File: src/rtl/multdiv_ctrl.sv
// Sequencing controller for the shared multi-cycle multiply/divide unit.
// Issues a start pulse, stalls the pipeline while the unit works, and emits one writeback.
module multdiv_ctrl #(
  parameter int TIMEOUT     = 40,
  parameter int STATUS_REG  = 30,
  parameter int MULT_STATUS = 4,
  parameter int DIV_STATUS  = 5
) (
  input  logic        clock,
  input  logic        reset,
  input  logic        ex_valid,
  input  logic        ex_is_mult,
  input  logic        ex_is_div,
  input  logic [4:0]  ex_rd,
  output logic        md_ctrl_MULT,
  output logic        md_ctrl_DIV,
  input  logic [31:0] md_result,
  input  logic        md_exception,
  input  logic        md_resultRDY,
  output logic        stall,
  output logic        busy,
  output logic        wb_en,
  output logic [4:0]  wb_reg,
  output logic [31:0] wb_data,
  output logic        timeout_err
);

  typedef enum logic [1:0] {IDLE, START, WAIT, WRITE} state_t;

  state_t      state;
  logic [7:0]  cnt;
  logic        op_mult;
  logic [4:0]  rd;
  logic [31:0] result;
  logic        exc;
  logic        accept;

  assign accept = ex_valid & (ex_is_mult | ex_is_div);

  always_ff @(posedge clock) begin
    if (reset) begin
      state       <= IDLE;
      cnt         <= '0;
      op_mult     <= 1'b0;
      rd          <= '0;
      result      <= '0;
      exc         <= 1'b0;
      timeout_err <= 1'b0;
    end else begin
      unique case (state)
        IDLE: begin
          if (accept) begin
            op_mult <= ex_is_mult;
            rd      <= ex_rd;
            state   <= START;
          end
        end
        START: begin
          cnt   <= '0;
          state <= WAIT;
        end
        WAIT: begin
          cnt <= cnt + 8'd1;
          // A result arriving in the timeout cycle takes priority over the abort.
          if (md_resultRDY) begin
            result <= md_result;
            exc    <= md_exception;
            state  <= WRITE;
          end else if (cnt == 8'(TIMEOUT - 1)) begin
            exc         <= 1'b1;
            timeout_err <= 1'b1;
            state       <= WRITE;
          end
        end
        WRITE: begin
          exc   <= 1'b0;
          state <= IDLE;
        end
        default: state <= IDLE;
      endcase
    end
  end

  // Outputs decode only registered state, so they are glitch-free except stall.
  always_comb begin
    md_ctrl_MULT = (state == START) &  op_mult;
    md_ctrl_DIV  = (state == START) & ~op_mult;
    busy         = (state != IDLE);
    stall        = (state == START) | (state == WAIT) | ((state == IDLE) & accept);
    wb_en        = (state == WRITE) & (exc | (rd != '0));
    wb_reg       = '0;
    wb_data      = '0;
    if (wb_en) begin
      if (exc) begin
        wb_reg  = 5'(STATUS_REG);
        wb_data = op_mult ? 32'(MULT_STATUS) : 32'(DIV_STATUS);
      end else begin
        wb_reg  = rd;
        wb_data = result;
      end
    end
  end

endmodule

File: config.mk
export PLATFORM = sky130hd
export DESIGN_NAME = multdiv_ctrl
export DESIGN_NICKNAME = d
export VERILOG_FILES = /design/src/rtl/multdiv_ctrl.sv
export SDC_FILE = /design/constraint.sdc
export NUM_CORES = 1
export LEC_CHECK = 0
export ABC_AREA = 1
export ABC_CLOCK_PERIOD_IN_PS = 2800
export BUFFER_PORTS_ARGS = -buffer_cell sky130_fd_sc_hd__buf_2
export CAP_MARGIN = 20
export CORE_UTILIZATION = 52
export DETAILED_ROUTE_END_ITERATION = 8
export GPL_TIMING_DRIVEN = 1
export PLACE_DENSITY = 0.82
export SETUP_SLACK_MARGIN = 0.15
export SLEW_MARGIN = 25
export SYNTH_ARGS = -nofsm -noshare
export SYNTH_HDL_FRONTEND = slang
export SYNTH_SLANG_ARGS = --single-unit
File: constraint.sdc
create_clock -name clock -period 2.8 [get_ports clock]
set_input_delay 0.42 -clock clock [delete_from_list [all_inputs] [get_ports clock]]
set_output_delay 0.42 -clock clock [all_outputs]
set_load 0.02 [all_outputs]
* After elaboration in Yosys (flattened, before gate mapping)
Index checks and enable logic that the tools add are counted.
** Word-level totals
- Output and inout port bits :: 43
- Bits in registers :: 50
- Word-level logic and storage cells :: 48
- Input bits :: 44
** Cells by class
- Eq/ne operators :: 6
- Bitwise logic cells :: 11
- Reductions and logical operators :: 10
- Multiplexer cells :: 13
- Add/sub/neg operators :: 1
** Operators by type and width (count)
- 2-to-1 mux 32 bit :: 2
- one-hot mux 8 bit (2 select lines) :: 1
- 2-to-1 mux 5 bit :: 2
- adder 8 x 1 -> 8 bit, second input constant :: 1
- equality test 8 x 6 -> 1 bit, second input constant :: 1
- one-hot mux 2 bit (4 select lines) :: 1
- AND reduction 2 bit :: 4
- 2-to-1 mux 2 bit :: 3
- nonzero test 2 bit :: 3
- AND 1 bit :: 5
- nonzero test 5 bit :: 1
- equality test 2 bit, second input constant :: 2
- OR 1 bit :: 4
- 2-to-1 mux 1 bit :: 3
- inequality test 3 bit, second input constant :: 1
- AND reduction 3 bit :: 1
- equality test 2 x 1 -> 1 bit, second input constant :: 1
- zero test 2 bit :: 1
- inequality test 2 bit, second input constant :: 1
- inverter 1 bit :: 2
- one-hot mux 1 bit (2 select lines) :: 1

* Longest topological paths before layout
- Depth in word-level cells :: 4
- Gate-level depth with buffers :: 8
- Gate-level depth less buffers :: 8

* Worst setup path before layout
OpenSTA, ideal clock, no wires.
- Path kind :: register to output
- Start point :: reg state[0]
- End point :: out wb_reg[0]
- Cell stages (with the launch flop) :: 5
- Path slack :: 1.181 ns
- Data required time :: 2.380 ns
- Arrival :: 1.199 ns
- Cell sequence :: dfxtp_1 > ha_1 > o21ai_1 > buf_4 > nor3_1
** On the way
- Word-level cells in the longest chain between the ends :: 3
** Ends and longest elaborated chain
- start: declaration :: RTL line 30 : state_t state;
- start signal: assignment :: RTL line 42 : state <= IDLE;
- start signal: assignment :: RTL line 55 : state <= START;
- start signal: assignment :: RTL line 60 : state <= WAIT;
- equality test 2 bit :: RTL line 90 : wb_en = (state == WRITE) & (exc | (rd != '0));
- AND 1 bit :: RTL line 90
- 2-to-1 mux 5 bit :: RTL line 93 : if (wb_en) begin
- end: declaration :: RTL line 23 : output logic [4:0] wb_reg,
Every way passes these cells.

* Final worst setup path
- Start point :: reg exc
- End point :: out wb_data[0]
** On the way
- Word-level cells in the longest chain between the ends :: 3
- Elaborated cells on any way between the ends :: 4
- Those cells by class :: mux (2); bitwise (2)
** Ends and longest elaborated chain
- start: declaration :: RTL line 35 : logic exc;
- start signal: assignment :: RTL line 67 : exc <= md_exception;
- OR 1 bit :: RTL line 90
- AND 1 bit :: RTL line 90
- 2-to-1 mux 32 bit (*) :: RTL line 93
- end: declaration :: RTL line 24 : output logic [31:0] wb_data,
Every way passes the cells marked *; elsewhere a longest branch is shown, timed or not.

==> results.rst <==
.. list-table::
   :header-rows: 1

   * - Metric
     - Value
   * - Hold WS
     - 0.307 ns
   * - Classification of the worst-slack hold path
     - primary input to register
   * - Power Density
     - 751 nW/um^2
   * - Leakage
     - 1.29 nW
   * - Arrival time at the worst endpoint
     - 2.01 ns
   * - Quantity of I/O buffers inserted on ports
     - 86
   * - Startpoint of the worst-slack reg-to-reg timing path
     - state[0]
   * - Die width
     - 68.5 um
   * - CTS Hold Buffers Added
     - 0
   * - Final std cell area, no fill
     - 2800 sq um
   * - Wire length of the first global-routing pass
     - 8.22 mm
   * - Die Footprint
     - 4690 sq um
   * - Number of warnings printed during yosys synthesis
     - 0
   * - Count of instances resized after the clock tree is built
     - 0
   * - Post-CTS Setup Bufs
     - 0
   * - CTS Buf Count
     - 5
   * - Setup Viol. Count Final
     - 0
   * - Net count after synthesis
     - 394
   * - Standard cell core area
     - 4120 sq um
   * - Slew HR
     - 38.7%
   * - Sinks on the clock net
     - 50
   * - Post-Route Setup TNS
     - 0 ns
   * - Antenna cells
     - 0
   * - Biggest fanout along the worst timing path
     - 38
   * - Start point of the worst min-delay path
     - reset
   * - Placer's final routability congestion estimate
     - 0.870
   * - Per-cell routed wire length
     - 10.9 um
   * - Final worst path period need
     - 2.43 ns
   * - Mean area per synthesized cell
     - 6.69 sq um
   * - Post-DR vias/cell
     - 4.98
   * - Async set-reset flop share out of synthesis
     - 0%
   * - Maximum root-to-sink buffer count
     - 2
   * - Commonest cells after routing, fill and taps aside
     - 116 x sky130_fd_sc_hd__nor2_1, 86 x sky130_fd_sc_hd__buf_2, 56 x sky130_fd_sc_hd__nand2_1
   * - P&R area growth vs syn
     - 21.5%
   * - Antenna violations before repair
     - 0
   * - Share of synthesized area occupied by flip-flops and latches
     - 43.5%
   * - Worst Setup Slack post-DPL
     - 0.673 ns
   * - Layout Skew
     - 0.00699 ns
   * - Most common cell after layout, fill and taps aside
     - sky130_fd_sc_hd__nor2_1
   * - Most crowded layer after global routing
     - met2
   * - Final Hold Vio Count
     - 0
   * - Beginning of the critical path
     - exc
   * - Total number of vias
     - 2,351
   * - Smallest setup slack after layout
     - 0.365 ns
   * - #FFs+latches synth
     - 50
   * - GR Util met2
     - 41.4%
   * - CTS root buffer
     - sky130_fd_sc_hd__clkbuf_8
   * - Synth cell types
     - 23
   * - Initial Util
     - 55.9%
   * - Clock tree from TritonCTS
     - yes
   * - Highest attainable clock frequency
     - 0.411 GHz
   * - Layout cell share with drive strength beyond 1
     - 23.5%
   * - Number of primary I/O pins
     - 87
   * - CP startpoint kind
     - register
   * - Status
     - finished, final reports clean
   * - Mapped Cells
     - 344
   * - Slew at the pin closest to its max-slew limit
     - 0.919 ns
   * - Crit end category
     - output pin
   * - Worst voltage drop across the vdd grid
     - 0.000651 V
   * - Period utilization
     - 87.0%
   * - CTS H-tree lvls
     - 2
   * - Data required time at the worst endpoint
     - 2.38 ns
   * - Total half-perimeter wirelength after legalization and detailed placement
     - 3.57 mm
   * - Antenna-violating nets left
     - 0
   * - Cell area after technology mapping
     - 2300 sq um
   * - Primary FF master, synth
     - sky130_fd_sc_hd__dfxtp_1
   * - Clock-pin transition on the worst setup and hold timing paths
     - 0.09 ns
   * - Total global-route track usage
     - 23.8%
   * - Drc violations
     - 0
   * - Total of fill cells in the finished design
     - 392
   * - End-of-flow core utilization
     - 68.0%
   * - Clock network latency to the later pin of the worst-skew pair
     - 0.30 ns
   * - Number of global-route vias before repair
     - 1,997
   * - Total of max-cap violations
     - 0
   * - Count of flip-flops with a built-in enable after synthesis
     - 0
   * - First-iteration detailed-routing DRC count
     - 164
   * - Total overflow reported by the global router
     - 0
   * - Met3 Use GR
     - 4.44%
   * - Floorplan die height
     - 68.5 um
   * - Minimum setup slack among reg-to-reg paths
     - 1.00 ns
   * - Row cnt
     - 23
   * - Total detailed-routing wirelength
     - 5.17 mm
   * - Pre-Repair DR Iteration Count
     - 4
   * - Final slew viol count
     - 0
   * - # nets final
     - 472
   * - Pin count of the biggest net entering global routing
     - 41
   * - Fraction of met1 tracks used by global routing
     - 28.3%
   * - RSZ-0062 raised after global routing
     - no
   * - Worst Path Class, Setup
     - register to output pin
   * - Area after detailed placement
     - 2720 sq um
[layout make-up]
class,count,area [sq um],area share [%]
tap,50,62.6,2.24
clock buffer,5,68.8,2.46
clock inverter,2,10.0,0.358
inverter,24,90.1,3.22
timing repair buffer,89,453,16.2
multi-input combinational,252,1110,39.7
sequential,50,1000,35.8
[layer usage]
metal  up-vias  routed length (um)
met5         -                   0
li1       1228                   -
met2        75                2460
met4         0                  73
met3         6                 312
met1      1042                2320
[synth_stat cells, types with 2 or more instances]
master | n | share of area (%)
sky130_fd_sc_hd__o21ai_1 | 2 | 0.44
sky130_fd_sc_hd__a21oi_1 | 16 | 3.5
sky130_fd_sc_hd__o21ai_0 | 40 | 8.7
sky130_fd_sc_hd__nor3_1 | 4 | 0.87
sky130_fd_sc_hd__nand3_1 | 4 | 0.87
sky130_fd_sc_hd__buf_6 | 2 | 0.98
sky130_fd_sc_hd__nand2_1 | 56 | 9.1
sky130_fd_sc_hd__ha_1 | 6 | 3.3
sky130_fd_sc_hd__inv_1 | 23 | 3.8
sky130_fd_sc_hd__nor2_1 | 116 | 19
sky130_fd_sc_hd__buf_4 | 5 | 1.6
sky130_fd_sc_hd__dfxtp_1 | 50 | 44
sky130_fd_sc_hd__clkbuf_1 | 10 | 1.6
[cells by family after synthesis]
| kind of cell | share of synthesized area [%] |
|---|---|
| compound gates | 13.9 |
| fa+ha+maj | 3.26 |
| buf+inv | 8.37 |
| flops | 43.5 |
| simple gates | 31.0 |
[flip-flops by register name, indices dropped and copies added (netlist names)]
register	count
state	2
result	32
exc	1
timeout_err	1
op_mult	1
cnt	8
rd	5
[metrics by stage]
| stage | std cells | power [mW] |
|---|---|---|
| after CTS | 472 | 2.12 |
| final | 472 | 2.10 |
| after global routing | 472 | 2.29 |
| after floorplan | 344 | 1.54 |
| after global placement | 465 | 1.70 |
| after detailed placement | 465 | 1.72 |
[critical path: stages, from the launching register on]
cell and delay [ns]:
sky130_fd_sc_hd__dfxtp_1 0.34, sky130_fd_sc_hd__inv_2 0.45, sky130_fd_sc_hd__nand2_1 0.13, sky130_fd_sc_hd__o21ai_2 0.16
sky130_fd_sc_hd__buf_4 0.35, sky130_fd_sc_hd__a21oi_1 0.10, sky130_fd_sc_hd__buf_2 0.18
[where the power goes]
group	leakage, nW	internal, mW	total [mW]	switching, mW
Sequential	0.408	0.851	0.930	0.0784
Clock	0.0438	0.168	0.393	0.225
Combinational	0.838	0.270	0.777	0.507
[final timing paths]
path,cells after the start,endpoint
setup / recovery,6,wb_data[0]
hold / removal,2,timeout_err
setup reg to reg,6,result[24]
hold reg to reg,2,timeout_err
(Power assumes the default switching activity.)
